==> config.mk <==
export PLATFORM = sky130hd
export DESIGN_NAME = axi_rd_arb2
export DESIGN_NICKNAME = d
export VERILOG_FILES = /design/src/rtl/axi_rd_arb2.sv
export SDC_FILE = /design/constraint.sdc
export NUM_CORES = 1
export LEC_CHECK = 0
export ABC_AREA = 1
export ABC_CLOCK_PERIOD_IN_PS = 2400
export CAP_MARGIN = 30
export CORE_AREA = 2 2 127 129
export DETAILED_ROUTE_END_ITERATION = 8
export DIE_AREA = 0 0 129 131
export MAX_ROUTING_LAYER = met4
export PLACE_DENSITY_LB_ADDON = 0.25
export SYNTH_ARGS = -nofsm -noshare
export SYNTH_HDL_FRONTEND = slang
export SYNTH_SLANG_ARGS = --single-unit
==> constraint.sdc <==
create_clock -name clk -period 2.4 [get_ports clk]
set_input_delay 0.36 -clock clk [delete_from_list [all_inputs] [get_ports clk]]
set_output_delay 0.36 -clock clk [all_outputs]
set_load 0.1 [all_outputs]
==> src/rtl/axi_rd_arb2.sv <==
// Two-master AXI read arbiter sharing one ROM slave port; registered AR slot, in-order R steering.
// Optional macro AXI_RD_ARB_QOS_EN: higher arqos wins, round-robin breaks ties.
`ifndef AXI_ID_WIDTH
`define AXI_ID_WIDTH 4
`endif
`ifndef AXI_ADDR_WIDTH
`define AXI_ADDR_WIDTH 32
`endif
`ifndef AXI_DATA_WIDTH
`define AXI_DATA_WIDTH 32
`endif
`ifndef AXI_LEN_WIDTH
`define AXI_LEN_WIDTH 8
`endif
`ifndef AXI_SIZE_WIDTH
`define AXI_SIZE_WIDTH 3
`endif
`ifndef AXI_BURST_WIDTH
`define AXI_BURST_WIDTH 2
`endif
`ifndef AXI_LOCK_WIDTH
`define AXI_LOCK_WIDTH 1
`endif
`ifndef AXI_CACHE_WIDTH
`define AXI_CACHE_WIDTH 4
`endif
`ifndef AXI_PROT_WIDTH
`define AXI_PROT_WIDTH 3
`endif
`ifndef AXI_QOS_WIDTH
`define AXI_QOS_WIDTH 4
`endif
`ifndef AXI_REGION_WIDTH
`define AXI_REGION_WIDTH 4
`endif
`ifndef AXI_RESP_WIDTH
`define AXI_RESP_WIDTH 2
`endif

module axi_rd_arb2 #(
    parameter int OST_DEPTH = 8
) (
    input  logic                          clk,
    input  logic                          rst,
    input  logic                          m0_arvalid,
    output logic                          m0_arready,
    input  logic [`AXI_ID_WIDTH-1:0]      m0_arid,
    input  logic [`AXI_ADDR_WIDTH-1:0]    m0_araddr,
    input  logic [`AXI_LEN_WIDTH-1:0]     m0_arlen,
    input  logic [`AXI_SIZE_WIDTH-1:0]    m0_arsize,
    input  logic [`AXI_BURST_WIDTH-1:0]   m0_arburst,
    input  logic [`AXI_LOCK_WIDTH-1:0]    m0_arlock,
    input  logic [`AXI_CACHE_WIDTH-1:0]   m0_arcache,
    input  logic [`AXI_PROT_WIDTH-1:0]    m0_arprot,
    input  logic [`AXI_QOS_WIDTH-1:0]     m0_arqos,
    input  logic [`AXI_REGION_WIDTH-1:0]  m0_arregion,
    output logic                          m0_rvalid,
    input  logic                          m0_rready,
    output logic [`AXI_ID_WIDTH-1:0]      m0_rid,
    output logic [`AXI_DATA_WIDTH-1:0]    m0_rdata,
    output logic [`AXI_RESP_WIDTH-1:0]    m0_rresp,
    output logic                          m0_rlast,
    input  logic                          m1_arvalid,
    output logic                          m1_arready,
    input  logic [`AXI_ID_WIDTH-1:0]      m1_arid,
    input  logic [`AXI_ADDR_WIDTH-1:0]    m1_araddr,
    input  logic [`AXI_LEN_WIDTH-1:0]     m1_arlen,
    input  logic [`AXI_SIZE_WIDTH-1:0]    m1_arsize,
    input  logic [`AXI_BURST_WIDTH-1:0]   m1_arburst,
    input  logic [`AXI_LOCK_WIDTH-1:0]    m1_arlock,
    input  logic [`AXI_CACHE_WIDTH-1:0]   m1_arcache,
    input  logic [`AXI_PROT_WIDTH-1:0]    m1_arprot,
    input  logic [`AXI_QOS_WIDTH-1:0]     m1_arqos,
    input  logic [`AXI_REGION_WIDTH-1:0]  m1_arregion,
    output logic                          m1_rvalid,
    input  logic                          m1_rready,
    output logic [`AXI_ID_WIDTH-1:0]      m1_rid,
    output logic [`AXI_DATA_WIDTH-1:0]    m1_rdata,
    output logic [`AXI_RESP_WIDTH-1:0]    m1_rresp,
    output logic                          m1_rlast,
    output logic                          s_arvalid,
    input  logic                          s_arready,
    output logic [`AXI_ID_WIDTH-1:0]      s_arid,
    output logic [`AXI_ADDR_WIDTH-1:0]    s_araddr,
    output logic [`AXI_LEN_WIDTH-1:0]     s_arlen,
    output logic [`AXI_SIZE_WIDTH-1:0]    s_arsize,
    output logic [`AXI_BURST_WIDTH-1:0]   s_arburst,
    output logic [`AXI_LOCK_WIDTH-1:0]    s_arlock,
    output logic [`AXI_CACHE_WIDTH-1:0]   s_arcache,
    output logic [`AXI_PROT_WIDTH-1:0]    s_arprot,
    output logic [`AXI_QOS_WIDTH-1:0]     s_arqos,
    output logic [`AXI_REGION_WIDTH-1:0]  s_arregion,
    input  logic                          s_rvalid,
    output logic                          s_rready,
    input  logic [`AXI_ID_WIDTH-1:0]      s_rid,
    input  logic [`AXI_DATA_WIDTH-1:0]    s_rdata,
    input  logic [`AXI_RESP_WIDTH-1:0]    s_rresp,
    input  logic                          s_rlast,
    output logic                          arb_err
);
    localparam int PW = (OST_DEPTH > 1) ? $clog2(OST_DEPTH) : 1;
    localparam int CW = $clog2(OST_DEPTH + 1);

    typedef struct packed {
        logic [`AXI_ID_WIDTH-1:0]     id;
        logic [`AXI_ADDR_WIDTH-1:0]   addr;
        logic [`AXI_LEN_WIDTH-1:0]    len;
        logic [`AXI_SIZE_WIDTH-1:0]   size;
        logic [`AXI_BURST_WIDTH-1:0]  burst;
        logic [`AXI_LOCK_WIDTH-1:0]   lock;
        logic [`AXI_CACHE_WIDTH-1:0]  cache;
        logic [`AXI_PROT_WIDTH-1:0]   prot;
        logic [`AXI_QOS_WIDTH-1:0]    qos;
        logic [`AXI_REGION_WIDTH-1:0] region;
    } ar_t;

    ar_t                  m0_ar, m1_ar, slot;
    logic [OST_DEPTH-1:0] owner;
    logic [PW-1:0]        wr_ptr, rd_ptr;
    logic [CW-1:0]        count;
    logic                 rr_last, win, grant, pop, empty, head;

    assign m0_ar = {m0_arid, m0_araddr, m0_arlen, m0_arsize, m0_arburst,
                    m0_arlock, m0_arcache, m0_arprot, m0_arqos, m0_arregion};
    assign m1_ar = {m1_arid, m1_araddr, m1_arlen, m1_arsize, m1_arburst,
                    m1_arlock, m1_arcache, m1_arprot, m1_arqos, m1_arregion};

    function automatic logic [PW-1:0] nxt(input logic [PW-1:0] p);
        return (p == PW'(OST_DEPTH - 1)) ? '0 : p + 1'b1;
    endfunction

    always_comb begin
        win = m1_arvalid;
        if (m0_arvalid && m1_arvalid) begin
`ifdef AXI_RD_ARB_QOS_EN
            if (m0_arqos != m1_arqos) win = (m1_arqos > m0_arqos);
            else                      win = ~rr_last;
`else
            win = ~rr_last;
`endif
        end
    end

    // A completing read frees its FIFO entry in time for a same-cycle grant.
    assign empty      = (count == '0);
    assign head       = owner[rd_ptr];
    assign s_rready   = ~empty & (head ? m1_rready : m0_rready);
    assign pop        = s_rvalid & s_rready & s_rlast;
    assign grant      = ~rst & (~s_arvalid | s_arready) & ((count != CW'(OST_DEPTH)) | pop)
                        & (m0_arvalid | m1_arvalid);
    assign m0_arready = grant & ~win;
    assign m1_arready = grant & win;
    assign m0_rvalid  = s_rvalid & ~empty & ~head;
    assign m1_rvalid  = s_rvalid & ~empty & head;

    assign {m0_rid, m0_rdata, m0_rresp, m0_rlast} = {s_rid, s_rdata, s_rresp, s_rlast};
    assign {m1_rid, m1_rdata, m1_rresp, m1_rlast} = {s_rid, s_rdata, s_rresp, s_rlast};
    assign {s_arid, s_araddr, s_arlen, s_arsize, s_arburst,
            s_arlock, s_arcache, s_arprot, s_arqos, s_arregion} = slot;

    always_ff @(posedge clk) begin
        if (rst) begin
            s_arvalid <= 1'b0;
            slot      <= '0;
            owner     <= '0;
            rr_last   <= 1'b1;
            wr_ptr    <= '0;
            rd_ptr    <= '0;
            count     <= '0;
            arb_err   <= 1'b0;
        end else begin
            if (grant) begin
                s_arvalid     <= 1'b1;
                slot          <= win ? m1_ar : m0_ar;
                owner[wr_ptr] <= win;
                wr_ptr        <= nxt(wr_ptr);
                rr_last       <= win;
            end else if (s_arready) begin
                s_arvalid <= 1'b0;
            end
            if (pop) rd_ptr <= nxt(rd_ptr);
            if (grant && !pop)      count <= count + 1'b1;
            else if (!grant && pop) count <= count - 1'b1;
            if (s_rvalid && empty) arb_err <= 1'b1;
        end
    end
endmodule

======== Word level (Yosys, flattened, before mapping) ========
Cells that the tools add are included.
word-level totals
  output and inout bits ................... 150
  bits of input ports ..................... 177
  bits in registers ....................... 86
  word-level logic and storage cells ...... 71
cells by class
  order comparisons ....................... 3
  mux-type cells .......................... 14
  bitwise gates (word level) .............. 20
  equality and inequality tests ........... 3
  reductions and logical operators ........ 10
  add/sub/neg operators ................... 4
operators by type and width
  operator                                              number
  two-way mux 65 bit                                    1
  bitwise AND 1 bit                                     11
  bitwise mux 8 bit                                     1
  < comparator 3 x 4 -> 1 bit (second input constant)   2
  two-way mux 4 bit                                     2
  adder 3 x 1 -> 3 bit (second input constant)          2
  == test 3 bit (second input constant)                 2
  two-way mux 1 bit                                     6
  two-way mux 3 bit                                     2
  inverter 1 bit                                        6
  logical AND 1 bit                                     5
  adder 4 x 1 -> 4 bit (second input constant)          1
  logical NOT 4 bit                                     1
  != test 4 bit (second input constant)                 1
  nonzero test 2 bit                                    2
  subtractor 4 x 1 -> 4 bit (second input constant)     1
  binary-select mux 1 bit (select 3 bit)                1
  demux 1 bit (select 3 bit)                            1
  >= comparator 3 x 1 -> 1 bit (second input constant)  1
  bitwise OR 1 bit                                      3
  logical NOT 1 bit                                     2

======== Depth between registers and ports, before layout ========
Gate-level depths: netlist of the first run.
  depth after elaboration ................. 13
  mapped depth ............................ 21
  mapped depth without buffers ............ 21

======== Worst setup path after synthesis of the first run ========
OpenSTA, ideal clock, no wires.
  path kind ............................... register -> output
  start point ............................. register s_arvalid
  end point ............................... output m0_arready
  path buffers ............................ 1
  data required time ...................... 2040 ps
  path slack .............................. -535 ps
  arrival time ............................ 2575 ps
  stages on the path, launching flop included .. 6
  cell sequence ........................... dfxtp_1 -> nand2_1 -> o211a_1 -> nand2_4 -> buf_6 -> nor2_1
between the ends
  cells in the longest elaborated chain, start to end .. 6
ends and longest elaborated chain
  what                            RTL line  RTL
  from (decl)                     81        output logic s_arvalid,
  from (signal assigned)          163       s_arvalid <= 1'b0;
  from (signal assigned)          173       s_arvalid <= 1'b1;
  from (signal assigned)          179       s_arvalid <= 1'b0;
  inverter 1 bit                  149       assign grant = ~rst & (~s_arvalid | s_arready) & ((count != CW'(OST_DEPTH)) | pop)
  bitwise OR 1 bit                149
  bitwise AND 1 bit (2 in a row)  149
  bitwise AND 1 bit               150       & (m0_arvalid | m1_arvalid);
  bitwise AND 1 bit               151       assign m0_arready = grant & ~win;
  to (decl)                       46        output logic m0_arready,
Every way passes these cells.

======== Final worst setup path of the first run ========
  start point ............................. register rd_ptr[0]
  end point ............................... output m1_arready
between the ends
  cells in the longest elaborated chain, start to end .. 10
ends and longest elaborated chain
  what                                     RTL line  RTL
  from (decl)                              119       logic [PW-1:0] wr_ptr, rd_ptr;
  from (signal assigned)                   181       if (pop) rd_ptr <= nxt(rd_ptr);
  binary-select mux 1 bit (select 3 bit)   146       assign head = owner[rd_ptr];
  two-way mux 1 bit (not written as such)  146
  two-way mux 1 bit                        147       assign s_rready = ~empty & (head ? m1_rready : m0_rready);
  bitwise AND 1 bit                        147
  bitwise AND 1 bit (2 in a row)           148       assign pop = s_rvalid & s_rready & s_rlast;
  bitwise OR 1 bit                         149
  bitwise AND 1 bit                        149
  bitwise AND 1 bit                        150
  bitwise AND 1 bit                        152       assign m1_arready = grant & win;
  to (decl)                                64        output logic m1_arready,
Every way passes these cells. The select of a mux whose other input is x is not followed.

==> results of run 1 <==
-- routing by layer --
metal / track usage / vias to the layer above / part of all wire
met2: 0.300 / 188 / 0.48
met5: - / - / 0
met1: 0.206 / 2249 / 0.43
met3: 0.0464 / 30 / 0.062
li1: - / 2617 / -
met4: 0.0857 / 0 / 0.029
-- power by group --
part | switching (mW) | internal [mW] | leakage [nW]
clock | 0.582 | 1.12 | 0.168
sequential | 0.101 | 1.59 | 0.705
combinational | 1.79 | 0.839 | 2.37
-- area by class of cell --
type | instances | share of cell area
diodes | 1 | 0.000344
clock buffers | 9 | 0.0310
clock inverters | 6 | 0.0186
inverters | 38 | 0.0206
multi-input cells | 524 | 0.344
flip-flops and latches | 86 | 0.238
well taps | 216 | 0.0371
repair buffers | 239 | 0.311
-- registers in the layout, summed over array words and instances, names as in the netlist, 4 cells and up --
| signal | count |
|---|---|
| count | 4 |
| owner | 8 |
| s_araddr | 32 |
| s_arcache | 4 |
| s_arid | 4 |
| s_arlen | 8 |
| s_arqos | 4 |
| s_arregion | 4 |
-- kinds of logic after synthesis --
family / count (synthesis) / share of synthesized area
flops: 86 / 0.332
simple gates: 430 / 0.353
buf+inv: 165 / 0.209
fa+ha+maj: 8 / 0.0208
compound gates: 85 / 0.0831
xor+xnor: 1 / 0.00169
-- Yosys cell counts --
master / number
sky130_fd_sc_hd__inv_1: 37
sky130_fd_sc_hd__nand4_1: 8
sky130_fd_sc_hd__nand3_1: 75
sky130_fd_sc_hd__ha_1: 7
sky130_fd_sc_hd__nor2_2: 4
sky130_fd_sc_hd__nand3_2: 9
sky130_fd_sc_hd__o211a_1: 1
sky130_fd_sc_hd__a21oi_1: 76
sky130_fd_sc_hd__nand2_4: 2
sky130_fd_sc_hd__nor4_1: 1
sky130_fd_sc_hd__inv_2: 1
sky130_fd_sc_hd__xor2_1: 1
sky130_fd_sc_hd__nand3_4: 1
sky130_fd_sc_hd__clkbuf_1: 21
sky130_fd_sc_hd__buf_1: 1
sky130_fd_sc_hd__buf_8: 1
sky130_fd_sc_hd__fa_1: 1
sky130_fd_sc_hd__buf_6: 15
sky130_fd_sc_hd__nand2_2: 2
sky130_fd_sc_hd__dfxtp_1: 86
sky130_fd_sc_hd__buf_2: 8
sky130_fd_sc_hd__nand2_1: 304
sky130_fd_sc_hd__buf_12: 2
sky130_fd_sc_hd__buf_4: 79
sky130_fd_sc_hd__o21ai_0: 8
sky130_fd_sc_hd__nor2_1: 24
-- what timing repair did --
item | 4_1_cts | 5_1_grt
gates resized for setup | 9 | 22
pin swaps | 2 | 11
buffers inserted | 0 | 1
setup endpoints to repair | 3 | 20
-- critical path: stages, from the launching register on --
cell                      delay [ns]
sky130_fd_sc_hd__dfxtp_4        0.39
sky130_fd_sc_hd__inv_6          0.05
sky130_fd_sc_hd__nand2_2        0.06
sky130_fd_sc_hd__nand3_2        0.08
sky130_fd_sc_hd__nand3_4        0.11
sky130_fd_sc_hd__nand2_4        0.06
sky130_fd_sc_hd__nand2_4        0.07
sky130_fd_sc_hd__nand3_4        0.08
sky130_fd_sc_hd__nand2_4        0.10
sky130_fd_sc_hd__nand2_8        0.06
sky130_fd_sc_hd__buf_12         0.21
sky130_fd_sc_hd__nor2_4         0.15
sky130_fd_sc_hd__buf_12         0.18
-- metrics by stage --
stage / cell area [um2] / power (mW) / setup TNS (ns)
floorplan: 5210 / 4.18 / -0.0363
global placement: 6790 / 4.27 / -0.538
detailed placement: 6790 / 4.28 / -0.685
CTS: 7180 / 6.03 / 0
global route: 7280 / 6.33 / -0.172
finish: 7280 / 6.02 / 0
-- worst paths after layout --
kind	start	endpoint	slack (ns)	cells past startpoint
worst min-delay path	arb_err	arb_err	0.45	2
worst min register to register	arb_err	arb_err	0.45	2
worst max register to register	rd_ptr[0]	count[3]	0.16	19
worst max-delay path	rd_ptr[0]	m1_arready	0.08	12
==> results list, run 1 <==
* Result of the run: complete, no violations
* Drt first-iter violations: 195
- Layout Utilization: 0.466
- At the end of routability-driven placement, the weighted congestion stood at between 0.7 and 0.8.
- Tmin final: approximately 2.3 ns
- Including well taps, the total number of placed cells is 1,102.
* Final Hold Violating Endpoints: 0
- Dividing the final minimum period by the clock period gives 0.967.
* Number of port buffers: roughly 210
- The die is 129 um wide.
* Total global-route track usage: 0.181
- The floorplan step defined a die boundary enclosing 16,900 um2.
* Commonest non-fill, non-tap cells in the layout: sky130_fd_sc_hd__nand2_1 (299), sky130_fd_sc_hd__clkdlybuf4s50_1 (137), sky130_fd_sc_hd__buf_4 (91), sky130_fd_sc_hd__dfxtp_1 (82), sky130_fd_sc_hd__a21oi_1 (74)
- After layout, the worst setup slack is 0.0788 ns.
- H-tree depth reported by CTS: 3
- The region available for standard cell placement spans 15,600 um2.
- Data arrival time of the critical path: 1.96 ns
- For this run, design rule violations remaining after detail routing come to 0.
* Max Fclk: 431 MHz
- The tightest hold path in the finished design has a slack of 0.451 ns.
- Maximum number of pins on one net before global-route repair: 83
- The worst setup path is launched from a flop.
- The share of synthesized area in the top cell type comes to 0.332.
- The first global-routing pass estimated 23,700 um of wire.
- No sink is reached through more buffers than the 2 on the longest clock path.
- Clock slew at the register clock pins of the worst setup and hold paths: 0.06 ns
- Most common library cell in the layout ignoring fill and taps: sky130_fd_sc_hd__nand2_1
* Post-route ant nets: 0
- The number of global-route vias before repair was 4,690.
* Antenna violations before repair: 1
* Final setup violation count: 0
- CTS buffer count: 9
* Setup repair after global routing missed its margin: true
- Maximum fanout along the worst path: 72
* # fillers: 1,610
- DR WL/cell: 13.5 um
- Max-Slew Margin vs Limit: 0.378
* Setup slack at placement: -0.231 ns
- The total overflow left after global routing is 0.
- In this run the vertical extent of the chip is 131 um.
- Across the VDD grid, the largest voltage drop is roughly 0.42 mV.
- Element type at the critical path end: primary output
* Worst clock skew: 0.00883 ns
- Detailed-route vias per instance: 4.54
- Number of standard cells in the final layout excluding fillers: 1,119
- The routed design has 15,100 um of wire.
- For this design the top-level I/O count stands at 327.
* Number of hold-repair buffers added at the cts stage: 0
- Synth Register Bits: between 80 and 90
- In the final layout, the share of cells above drive strength 1 is 0.178.
- Cell area after synthesis: 5180 um2
- Static leakage: 3.24 nW
- TritonCTS built the clock tree.
* Post-detailed-placement half-perimeter wirelength: 10,500 um
- Area grow syn2layout: 40.4%
* Synth area leaders: sky130_fd_sc_hd__dfxtp_1 (33%), sky130_fd_sc_hd__nand2_1 (22%), sky130_fd_sc_hd__buf_4 (11%)
* TritonCTS Sinks: 86
* Data required time of the critical path: about 2.0 ns
- Total of warnings raised by yosys: 0
- Setup Crit Path Kind: flop to primary output
- Counting every instance in the synthesized netlist gives just under 800.
- The later pin in the worst-skew pair is clocked with a latency of 0.35 ns.
- At the pin with the least slew margin, the transition time is 0.934 ns.
* Area of all sequential standard cells: about 1700 um2
* Number of placement rows: 46
- Across the run, the number of max-cap violations was 0.
- Largest area contributor in the synthesized netlist: sky130_fd_sc_hd__dfxtp_1
* Effective utilization at floorplan: 0.332
- Via count: 5,084
- In this run the power density over the cells is ~830 nW/um2.
- Post-synthesis area per instance: 6.69 um2
- Final number of max-transition violations: 0
- In this run the worst hold path is classified as flop to flop.
- The tree is rooted in a sky130_fd_sc_hd__clkbuf_16.
* Area occupied by multi-input gates: about 2500 um2
- Sequential cell area fraction in the yosys report: 0.332
* DR pass1 iterations: 4
- The number of nets in the synthesized netlist is 960.
- Number of nets in the layout: 1,083
- Distinct cells, synth: 26
Power figures use the tool's default switching activity.
==> inputs of run 2 (changes only) <==
ABC_AREA = not set   (was 1)
CORE_AREA = 2 2 130 132   (was 2 2 127 129)
DIE_AREA = 0 0 132 134   (was 0 0 129 131)
==> run 2 against run 1 <==
Maximum frequency shrank 22%; the flow now finishes with violations (setup timing); clock skew rose by 0.00094 ns; critical path type is now flop to flop; power increased by 39%; critical path depth up 2; largest cell class unchanged; largest power group unchanged.
==> results list, run 2 <==
- Result of the run: finished, violations left
- The checks that failed: setup timing.
* Startpoint of the worst register-to-register path: rd_ptr[0]
- Summed over all nets, wire length on met3 after detailed routing comes to 1050 um.
- Of the cells placed in the final design, the portion with a size suffix greater than 1 is 0.455.
* Post-synth EDFFs: 0
- The repair_antennas step left the layout with diodes totalling 0.
- Setup slack of the critical path after layout: -0.581 ns
- Maximum Capacitance Violations: 0
- Post-route fraction of the period consumed by the critical path: 1.24
* Most common library cell in the layout ignoring fill and taps: sky130_fd_sc_hd__clkdlybuf4s50_1
- In the routed layout, each cell is associated on average with a via count of slightly below 5.
- The first detailed-routing pass ran for 4 iterations.
* Final setup violation count: 78
- Summing all multi-input logic gate instances after layout gives between 3000 and 4000 um2.
- Entering global routing, the biggest net connects 46 pins.
* Global route total overflow: 0
- Of the total power, combinational logic draws 0.604.
* Worst R2R Setup Slack: -0.58 ns
- For this run, asynchronously set or reset flops after synthesis account for 0.
- The longest clock path from root to sink contains 2 buffers.
- WL final: about 15,000 um
- Power spread over the standard cell area amounts to just over 1000 nW/um2.
- DRC violation count after routing: 0
* Area grow syn2layout: 49.8%
- Worst-margin pin slew: ~0.7 ns
- Detailed route wirelength on metal2: 7760 um
* TritonCTS Sinks: 86
- Of all nets on the critical path, the largest fanout is 3.
- The number of global-route vias before repair was 4,463.
* Total of warnings raised by yosys: 0
- Counting tap cells, the placed design contains a total of around 860 instances.
- Kind of path behind the tightest hold check: flop to flop
- Static leakage: 3.07 nW
- In the layout the commonest cells are sky130_fd_sc_hd__clkdlybuf4s50_1 (137), sky130_fd_sc_hd__buf_4 (101), sky130_fd_sc_hd__dfxtp_1 (85), sky130_fd_sc_hd__mux2i_1 (66), sky130_fd_sc_hd__a211oi_2 (61).
* Worst clock skew: 0.00978 ns
- Number of nets in the layout: 852
- The synthesized design spends more area on one cell type than any other, namely sky130_fd_sc_hd__dfxtp_1.
- Measured against its own limit, the worst slew margin works out to 0.545.
* Sequential cell area fraction in the yosys report: 0.318
* Top layer in use: met4
- Worst R2R End: count[3]
- Syn_nets: 693
- The register with the most flip-flops in the layout has 32 of them.
* Height of the chip: 134 um
- STA classifies the critical path startpoint as a flop.
- Data required time of the critical path: 2.67 ns
* Element type at the critical path end: flop
* Area of all sequential standard cells: 1730 um2
* Data arrival time of the critical path: ~3.3 ns
* # fillers: 1,449
- At the end of routability-driven placement, the weighted congestion stood at just under 0.8.
- WL met1: 6070 um
- Number of port buffers: 212
* Final Hold Violating Endpoints: 0
* P_int: around 4.4 mW
- The most critical setup path has its endpoint at count[3].
- After clock tree synthesis, the clock-pin slew on the worst setup and hold paths is 0.07 ns.
* Clock tree from TritonCTS: built
* Sw power: 3.98 mW
* Via count: 4,369
* Total Power Consumption: 8.38 mW
- In this run the most critical hold path is launched from arb_err.
- First-pass GRT wire length: 23,300 um
- Total global-route track usage: 0.165
- The most used flip-flop cell after synthesis is sky130_fd_sc_hd__dfxtp_1.
* I/O pin count: 327
- Excluding fillers, the count of instances in the completed layout stands at 892.
- Switching share of power: 0.475
- The tree is rooted in a sky130_fd_sc_hd__clkbuf_16.
* Final number of max-transition violations: 0
- The number of cells on the worst reg-to-reg path is 14.
- With fillers left out, the area of the finished cells amounts to 8110 um2.
* Drt first-iter violations: 140
- Setup repair after global routing could not meet its margin everywhere.
* Die width: between 100 and 150 um
- Summed over all failing endpoints, the final setup total negative slack is -19.58 ns.
- Once detailed placement completed, the half-perimeter wirelength came to around 11,000 um.
* Setup slack at placement: -0.621 ns
- Clock power share: 0.167
- Post-synthesis area per instance: around 11 um2
- The share of total power dissipated in sequential elements is 0.229.
- In this run the core area contains 47 standard-cell rows.
- For the finished layout, the period the worst path requires is approximately 3.0 ns.
- In the final routed layout, each cell accounts on average for between 15 and 20 um.
- Cell area after synthesis: 5410 um2
* Core Footprint: around 16,000 um2
* Max Fclk: 336 MHz
- Summing all placed instances gives a cell area of around 7200 um2.
- Post-route ant nets: 0
- Yosys mapped the design onto 46 distinct sky130hd cell types.
- Clk_lat worst skew: 0.34 ns
- Buffers inserted during clock tree synthesis total 9.
- Effective utilization at floorplan: 0.332
- Cell types with the highest counts after synthesis: sky130_fd_sc_hd__dfxtp_1 (86), sky130_fd_sc_hd__buf_4 (82), sky130_fd_sc_hd__mux2i_1 (66), sky130_fd_sc_hd__a211oi_2 (61), sky130_fd_sc_hd__a21oi_2 (61)
- Synth area leaders: sky130_fd_sc_hd__dfxtp_1 (32%), sky130_fd_sc_hd__a211oi_2 (14%), sky130_fd_sc_hd__mux2i_1 (12%)
* Die Area: 17,700 um2
- The worst setup path is of the flop to flop kind.
- Antenna violations before repair: 0
* Post-synthesis instance total: 508
* Worst VDD drop: 0.821 mV
- H-tree depth reported by CTS: 3
- Most frequent cell after synthesis: sky130_fd_sc_hd__dfxtp_1
* Synth Register Bits: between 80 and 90
- Tracing the worst setup path back leads to its startpoint at rd_ptr[0].
- For this design, the CTS-stage hold fixing added 0 buffers.
- The share of synthesized area in the top cell type comes to 0.318.
==> run 2: cell types whose count changed after synthesis, moves of 7 or more <==
| cell | previous run | this run |
|---|---|---|
| sky130_fd_sc_hd__a21oi_1 | 76 | 15 |
| sky130_fd_sc_hd__a21oi_2 | 0 | 61 |
| sky130_fd_sc_hd__nand2_1 | 304 | 8 |
| sky130_fd_sc_hd__nand3_1 | 75 | 10 |
| sky130_fd_sc_hd__buf_6 | 15 | 4 |
| sky130_fd_sc_hd__mux2i_1 | 0 | 66 |
| sky130_fd_sc_hd__nand4_1 | 8 | 1 |
| sky130_fd_sc_hd__a211oi_2 | 0 | 61 |
| sky130_fd_sc_hd__inv_1 | 37 | 5 |
| sky130_fd_sc_hd__nor2_1 | 24 | 14 |
| sky130_fd_sc_hd__nand3_2 | 9 | 0 |
==> run 2: critical path, cell delays in order, from the launching register on <==
cell and delay [ns]:
sky130_fd_sc_hd__dfxtp_4 0.36, sky130_fd_sc_hd__mux4_2 0.52, sky130_fd_sc_hd__mux2i_4 0.22, sky130_fd_sc_hd__mux2i_4 0.31, sky130_fd_sc_hd__o211ai_4 0.12, sky130_fd_sc_hd__nand2_2 0.10, sky130_fd_sc_hd__inv_4 0.05, sky130_fd_sc_hd__ha_4 0.16
sky130_fd_sc_hd__inv_4 0.06, sky130_fd_sc_hd__ha_4 0.18, sky130_fd_sc_hd__a21o_1 0.16, sky130_fd_sc_hd__a21oi_2 0.12, sky130_fd_sc_hd__xnor2_1 0.08, sky130_fd_sc_hd__or3_1 0.33, sky130_fd_sc_hd__a21oi_2 0.12
==> run 2: worst min path at each step <==
stage / endpoint / slack (ns) / depth (start not counted)
2_1_floorplan: rr_last / 0.44 / 1
3_3_place_gp: arb_err / 0.47 / 2
3_5_place_dp: arb_err / 0.48 / 2
4_1_cts: arb_err / 0.49 / 2
5_1_grt: s_arqos[3] / 0.53 / 2
6_report: arb_err / 0.49 / 2
==> run 2: final cells by class <==
type | count | share of cell area
Clock inverter | 5 | 0.00740
Clock buffer | 11 | 0.0287
Timing Repair Buffer | 269 | 0.334
Inverter | 6 | 0.00339
Sequential cell | 86 | 0.213
Tap cell | 220 | 0.0339
Multi-Input combinational cell | 295 | 0.380
==> run 2: power groups by stage <==
| stage | registers [mW] | logic, mW | clock network, mW |
|---|---|---|---|
| 6_report | 1.92 | 5.06 | 1.40 |
| 5_1_grt | 1.95 | 5.29 | 1.50 |
| 4_1_cts | 1.90 | 4.86 | 1.44 |
| 3_5_place_dp | 1.92 | 4.30 | 0 |
| 3_3_place_gp | 1.91 | 4.22 | 0 |
| 2_1_floorplan | 3.39 | 2.44 | 0 |
==> run 2: layer usage <==
layer	vias up	global-route usage
li1	2084	-
met1	2080	0.188
met2	179	0.287
met3	26	0.0438
met4	0	0.0471
met5	-	-
==> run 2: kinds of logic after synthesis <==
kind of cell,synth area share
flops,0.318
simple gates,0.0538
mux,0.143
xor+xnor,0.00485
compound gates,0.286
fa+ha+maj,0.0199
buf+inv,0.174
==> run 2: timing repair <==
item | 4_1_cts | 5_1_grt
hold endpoints to repair | 0 | 0
endpoints found under the setup margin | 71 | 85
gates cloned | 4 | 0
setup buffers | 12 | 7
pin swaps | 30 | 12
resized for setup | 41 | 38
==> run 2: per-stage QoR <==
step	utilization	hold WS, ns
after CTS	0.484	0.494
final	0.498	0.487
after global routing	0.498	0.532
after detailed placement	0.440	0.475
after global placement	0.438	0.466
after floorplan	-	0.436
